<file path="config.mk">
export PLATFORM = sky130hd
export DESIGN_NAME = spi_master
export DESIGN_NICKNAME = d
export VERILOG_FILES = /design/src/rtl/spi_master.sv
export SDC_FILE = /design/constraint.sdc
export NUM_CORES = 1
export LEC_CHECK = 0
export CAP_MARGIN = 20
export CORE_MARGIN = 8
export CORE_UTILIZATION = 51
export CTS_CLUSTER_DIAMETER = 100
export CTS_CLUSTER_SIZE = 20
export DETAILED_ROUTE_END_ITERATION = 8
export PLACE_DENSITY = 0.82
export SLEW_MARGIN = 10
export SYNTH_ARGS = -nofsm -noshare
export SYNTH_HDL_FRONTEND = slang
export SYNTH_SLANG_ARGS = --single-unit
</file>
<file path="constraint.sdc">
create_clock -name clk -period 2 [get_ports clk]
set_input_delay 0.4 -clock clk [delete_from_list [all_inputs] [get_ports clk]]
set_output_delay 0.4 -clock clk [all_outputs]
set_load 0.02 [all_outputs]
</file>
<file path="src/rtl/spi_master.sv">
// Single-byte SPI mode-0 initiator (CPOL=0, CPHA=0, MSB first) with a
// start/busy/done parallel handshake and a 2-flop synchronizer on miso.
module spi_master #(
  parameter int CLK_DIV = 4
) (
  input  logic       clk,
  input  logic       rst,
  input  logic       start,
  input  logic [7:0] din,
  output logic [7:0] dout,
  output logic       busy,
  output logic       done,
  output logic       sck,
  output logic       ss,
  output logic       mosi,
  input  logic       miso
);

  generate
    if (CLK_DIV < 4 || CLK_DIV > 65535) begin : g_bad_div
      $error("spi_master: CLK_DIV must be within 4..65535");
    end
  endgenerate

  localparam logic [15:0] DIV_LAST = 16'(CLK_DIV - 1);

  typedef enum logic [2:0] {IDLE, SETUP, SCK_HI, SCK_LO, HOLD, GAP} state_t;

  state_t      state;
  logic [15:0] div_cnt;
  logic [2:0]  bit_cnt;
  logic [7:0]  tx_sr;
  logic [7:0]  rx_sr;
  logic        miso_p0;
  logic        miso_p1;
  logic        div_end;

  assign div_end = (div_cnt == DIV_LAST);

  // miso synchronizer stages
  always_ff @(posedge clk or posedge rst) begin
    if (rst) begin
      miso_p0 <= 1'b0;
      miso_p1 <= 1'b0;
    end else begin
      miso_p0 <= miso;
      miso_p1 <= miso_p0;
    end
  end

  always_ff @(posedge clk or posedge rst) begin
    if (rst) begin
      state   <= IDLE;
      div_cnt <= '0;
      bit_cnt <= '0;
      tx_sr   <= '0;
      rx_sr   <= '0;
      dout    <= '0;
      busy    <= 1'b0;
      done    <= 1'b0;
      sck     <= 1'b0;
      ss      <= 1'b1;
      mosi    <= 1'b0;
    end else begin
      done <= 1'b0;
      case (state)
        IDLE: begin
          if (start) begin
            tx_sr   <= din;
            mosi    <= din[7];
            ss      <= 1'b0;
            busy    <= 1'b1;
            div_cnt <= '0;
            bit_cnt <= '0;
            state   <= SETUP;
          end
        end
        default: begin
          if (!div_end) begin
            div_cnt <= div_cnt + 16'd1;
          end else begin
            div_cnt <= '0;
            case (state)
              SETUP, SCK_LO: begin
                sck   <= 1'b1;
                state <= SCK_HI;
              end
              SCK_HI: begin
                // Falling sck edge: capture miso, then present the next bit
                sck   <= 1'b0;
                rx_sr <= {rx_sr[6:0], miso_p1};
                if (bit_cnt != 3'd7) begin
                  tx_sr   <= {tx_sr[6:0], 1'b0};
                  mosi    <= tx_sr[6];
                  bit_cnt <= bit_cnt + 3'd1;
                  state   <= SCK_LO;
                end else begin
                  state <= HOLD;
                end
              end
              HOLD: begin
                ss    <= 1'b1;
                mosi  <= 1'b0;
                dout  <= rx_sr;
                done  <= 1'b1;
                state <= GAP;
              end
              GAP: begin
                busy  <= 1'b0;
                state <= IDLE;
              end
              default: state <= IDLE;
            endcase
          end
        end
      endcase
    end
  end

endmodule

</file>
# ---- Word-level counts from Yosys, hierarchy flattened
# Cells that the tools add are included.
dict set report word_totals {
  reg_bits 52
  inputBits 12
  output_inout_bits 13
  wordCells 77
}
dict set report classes {
  addsub 2
  n_eq_ne 9
  n_mux 35
  bitwise_logic 1
  n_reduce_logical 17
}
# operator count
set ops {}
lappend ops {{2-to-1 mux 16 bit} 3}
lappend ops {{2-to-1 mux 7 bit} 5}
lappend ops {{2-to-1 mux 3 bit} 9}
lappend ops {{adder 16 x 1 -> 16 bit, second input constant} 1}
lappend ops {{== test 16 x 2 -> 1 bit, second input constant} 1}
lappend ops {{2-to-1 mux 1 bit} 15}
lappend ops {{AND reduction 3 bit} 5}
lappend ops {{nonzero test 2 bit} 6}
lappend ops {{case mux 3 bit (3 select lines)} 1}
lappend ops {{AND reduction 4 bit} 2}
lappend ops {{== test 3 x 2 -> 1 bit, second input constant} 2}
lappend ops {{== test 3 bit, second input constant} 2}
lappend ops {{case mux 1 bit (2 select lines)} 2}
lappend ops {{adder 3 x 1 -> 3 bit, second input constant} 1}
lappend ops {{== test 3 x 1 -> 1 bit, second input constant} 1}
lappend ops {{logical NOT 3 bit} 1}
lappend ops {{!= test 3 x 2 -> 1 bit, second input constant} 1}
lappend ops {{!= test 3 bit, second input constant} 1}
lappend ops {{nonzero test 3 bit} 1}
lappend ops {{!= test 2 bit, second input constant} 1}
lappend ops {{AND reduction 2 bit} 1}
lappend ops {{OR reduction 2 bit} 1}
lappend ops {{inverter 1 bit} 1}

# ---- Depth between registers and ports, before layout
dict set report depth {
  word_depth 5
  depth_mapped 7
  ltp_nobuf 6
}

# ---- Least setup slack after synthesis
# Ideal clock, no wire load.
dict set report synth_path {
  path_kind {flip-flop to flip-flop}
  start {register bit_cnt[0]}
  end {register bit_cnt[0]}
  setup_ns 0.125
  arrival_time_ns 1.791
  required_ns 1.875
  slack_ns 0.084
  path_stages_with_launch 6
  n_path_buf 0
  synth_period_minus_slack_ns 1.916
  path_cell_list {dfrtp_1 > ha_1 > ha_1 > or3_1 > o21ai_4 > mux2_2}
}
dict set report synth_between {
  elab_chain_cells 5
  word_cells_on_any_way 8
  classes_between {add/sub (1); eq/ne (1); mux (4); reduce/logical (2)}
}
# item line_no
set synth_rtl {}
lappend synth_rtl {{from (decl)} 31} ;# logic [2:0] bit_cnt;
lappend synth_rtl {{from (signal assigned)} 95} ;# bit_cnt <= bit_cnt + 3'd1;
lappend synth_rtl {{adder 3 x 1 -> 3 bit} 95}
lappend synth_rtl {{2-to-1 mux 3 bit} 92} ;# if (bit_cnt != 3'd7) begin
lappend synth_rtl {{2-to-1 mux 3 bit} 83} ;# case (state)
lappend synth_rtl {{2-to-1 mux 3 bit} 79} ;# if (!div_end) begin
lappend synth_rtl {{2-to-1 mux 3 bit} 66} ;# case (state)
# Several ways; a longest one is shown, not always the timed one. The select of a mux whose other input is x is not followed.
# A chain may end at the register's enable or synchronous reset.

# ---- Worst setup path after layout
dict set report layout_path {
  start {register bit_cnt[0]}
  end {register tx_sr[4]}
}
dict set report layout_between {
  elab_chain_cells 3
}
# item line_no
set layout_rtl {}
lappend layout_rtl {{!= test 3 bit} 92}
lappend layout_rtl {{nonzero test 2 bit (no line)} -}
lappend layout_rtl {{AND reduction 4 bit (no line)} -}
lappend layout_rtl {{to (signal assigned)} 69} ;# tx_sr <= din;
lappend layout_rtl {{to (signal assigned)} 93} ;# tx_sr <= {tx_sr[6:0], 1'b0};
lappend layout_rtl {{to (decl)} 32} ;# logic [7:0] tx_sr;
# Every way passes these cells.

==> flow_summary.yaml <==
grt:
  track_usage_pct: 17.0
  grt_first_pass_wirelength_mm: 10.4
  gr-total-overflow: 0
  grt_max_degree: 53
  antenna_found_initial: 0
  grt_pass1_vias: 2209
floorplan:
  die-area_um2: 7730
  num_rows: 26
  die_w_um: 87.9
  start_util_pct: 52.3
  coreArea_um2: 5040
  fp.dieH_um: 87.9
  ios: 25
clocking:
  clk_path_buf_depth: 2
  cts-root-buf: "clkbuf_8"
  numCtsBuffers: 5
  htreeDepth: 2
  clk_pin_slew_ns: 0.09
  cts_tree: "done"
  clk_latency_ns: 0.31
  clock-sinks: 52
final_layout:
  syn_to_final_growth_pct: 24.6
  final_layout_size_suffix_gt1_share_pct: 25.8
  utilization_pct: 65.1
  diodes: 0
  instances_no_fill: 369
  nets: 313
place:
  gp_congestion: 0.867
  portBuffers: 24
  dp_hpwl_mm: 4.11
  dp.cells: 359
timing:
  skew_ns: 0.00320
  min_period_ns: 1.95
  finalHoldViolCount: 0
  fin_crit_sh_pct: 97.6
  tightest_slew_ns: 0.505
  worst_slew_margin_rel_pct: 66.3
  slew_violations: 0
  holdWs_ns: 0.359
  setup_viol: 0
  fmaxAchievable_mhz: 512
setup_path:
  worstPathRequired_ns: 2.20
  slowest_delay_ns: 0.41
  worstSetupPathType: "flip-flop to flip-flop"
  cp-end-kind: "flip-flop"
  cp_max_fo: 9
  slowest_stage: "dfrtp_1"
  startpoint_type: "flip-flop"
  worstPathArrival_ns: 2.15
  crit_chain: "ha_1, ha_2, or3_4, o21ai_4, buf_12, mux2_2"
outcome:
  status: "completed"
power:
  p_leak_nw: 1.46
  ir_drop_mv: 0.924
  power_density_nw_per_um2: 1170
detailed_routing:
  totalWireLength_mm: 6.03
  wl_per_cell_um: 16.3
  via_per_inst: 5.73
  drt_iter0_drc: 190
  ant_nets: 0
  vias: 2115
  drc: 0
  dr.pass1.iters: 4
synthesis:
  synth_area_per_cell_um2: 10.4
  synth_area_um2: 2640
  ys_seq_area_share_pct: 49.4
  synth-main-ff-cell: "dfrtp_1"
  synth-seq-cells: 52
  synth_warnings: 0
  ys_async_sr_fraction_pct: 100
  synth_nets: 269
  synthCells: 254
  synth_cell_types: 44
  synth-edff-count: 0
worst_hold_path:
  hold_class: "flip-flop to flip-flop"
run:
  drv_cap: 0
## worst max-delay path, delay by kind of cell, from the launching register on
kind	cells	cell delay, ns
muxes	1	0.33
and+or+nand+nor	1	0.38
buffers and inverters	1	0.14
AOI/OAI and AO/OA	1	0.17
adders and majority gates	2	0.40
DFF	1	0.41
## path summary, 6_finish.rpt
| path | start | endpoint | slack [ns] | depth (start not counted) |
|---|---|---|---|---|
| setup / recovery | bit_cnt[0] | tx_sr[4] | 0.05 | 6 |
| hold / removal | miso_p0 | miso_p1 | 0.36 | 0 |
| setup reg to reg | bit_cnt[0] | tx_sr[4] | 0.05 | 6 |
| hold reg to reg | miso_p0 | miso_p1 | 0.36 | 0 |
| max in group asynchronous | rst | ss | 1.28 | 3 |
| min in group asynchronous | rst | div_cnt[12] | 0.45 | 3 |
## synthesized netlist by cell type, types with 4 or more instances
cell / instances / share of area [%]
a31oi_1: 12 / 2.8
buf_2: 9 / 1.7
clkbuf_1: 6 / 0.85
dfrtp_1: 51 / 48
inv_1: 9 / 1.3
mux2_2: 16 / 6.8
mux2_4: 8 / 4.6
nand2_1: 37 / 5.3
nand2b_1: 4 / 0.95
nand3_1: 14 / 2.7
nand4_1: 4 / 0.95
nor2_1: 10 / 1.4
nor3_1: 4 / 0.76
nor4_1: 6 / 1.4
o211ai_1: 5 / 1.4
o21ai_0: 13 / 2.5
or3_1: 4 / 0.95
## metal layers
layer / global-route usage, % / up-vias / share of wire (%)
li1: - / 1001 / -
met5: 0 / - / 0
met2: 28.9 / 78 / 49
met4: 5.78 / 0 / 2.6
met1: 20.8 / 1022 / 43
met3: 3.47 / 14 / 6.2
## flip-flops by register name, indices dropped and copies added, names as in the netlist
register	flops
miso_p1	1
dout	8
sck	1
ss	1
state	3
mosi	1
miso_p0	1
bit_cnt	3
tx_sr	7
busy	1
done	1
div_cnt	16
rx_sr	8
## cells by family after synthesis
family                   after synthesis  synth area share, %
XOR/XNOR                               1                0.332
flip-flops                            52                 49.4
AND/OR/NAND/NOR                       99                 20.1
multiplexers                          27                 12.5
adder cells (fa/ha/maj)                3                 1.42
buffers and inverters                 27                 4.84
AO/OA/AOI/OAI                         45                 11.4
## through the flow
step / power [mW] / instance area (um2) / worst slack [ns] / TNS [ns]
4_1_cts: 3.79 / 3260 / 0.00323 / 0
3_3_place_gp: 2.94 / 3110 / -0.00169 / -0.00713
6_report: 3.86 / 3280 / 0.0483 / 0
3_5_place_dp: 3.02 / 3110 / -0.0728 / -0.742
2_1_floorplan: 2.47 / 2640 / 0.0845 / 0
5_1_grt: 4.12 / 3280 / -0.0129 / -0.0370
## layout by cell type, fill, tap and decap left out, types with 3 or more instances in the layout
cell	n
nor2_1	9
dfrtp_1	51
buf_4	28
mux2_2	16
nand4_1	4
inv_1	8
clkbuf_8	5
o21ai_0	13
nor3_1	4
or3_1	3
o211ai_1	5
mux2i_1	3
o31ai_1	3
nand3_1	14
nand2b_1	4
nand2_1	37
clkdlybuf4s50_1	24
nor4_2	3
nor4_1	5
buf_12	3
mux2_4	8
a31oi_1	12
## power by group
part / leakage, nW / internal, mW / switching, mW
registers: 0.679 / 1.29 / 0.181
clock network: 0.0541 / 0.371 / 0.352
logic: 0.730 / 0.782 / 0.879
## cell type report
type                            instances  area [um2]
Clock buffer                            5        68.8
Clock inverter                          3        42.5
Tap cell                               70        87.6
Timing Repair Buffer                   55         510
Fill cell                             377        1760
Sequential cell                        52        1300
Inverter                                9        33.8
Multi-Input combinational cell        175        1240
## timing repair
| item | CTS | global route |
|---|---|---|
| setup buffers | 1 | 1 |
| pin swaps | 1 | 3 |
| endpoints found under the setup margin | 18 | 31 |
| hold buffers | 0 | 0 |
| gates resized for setup | 4 | 4 |
Note: power is estimated with default switching activity, not from simulation.
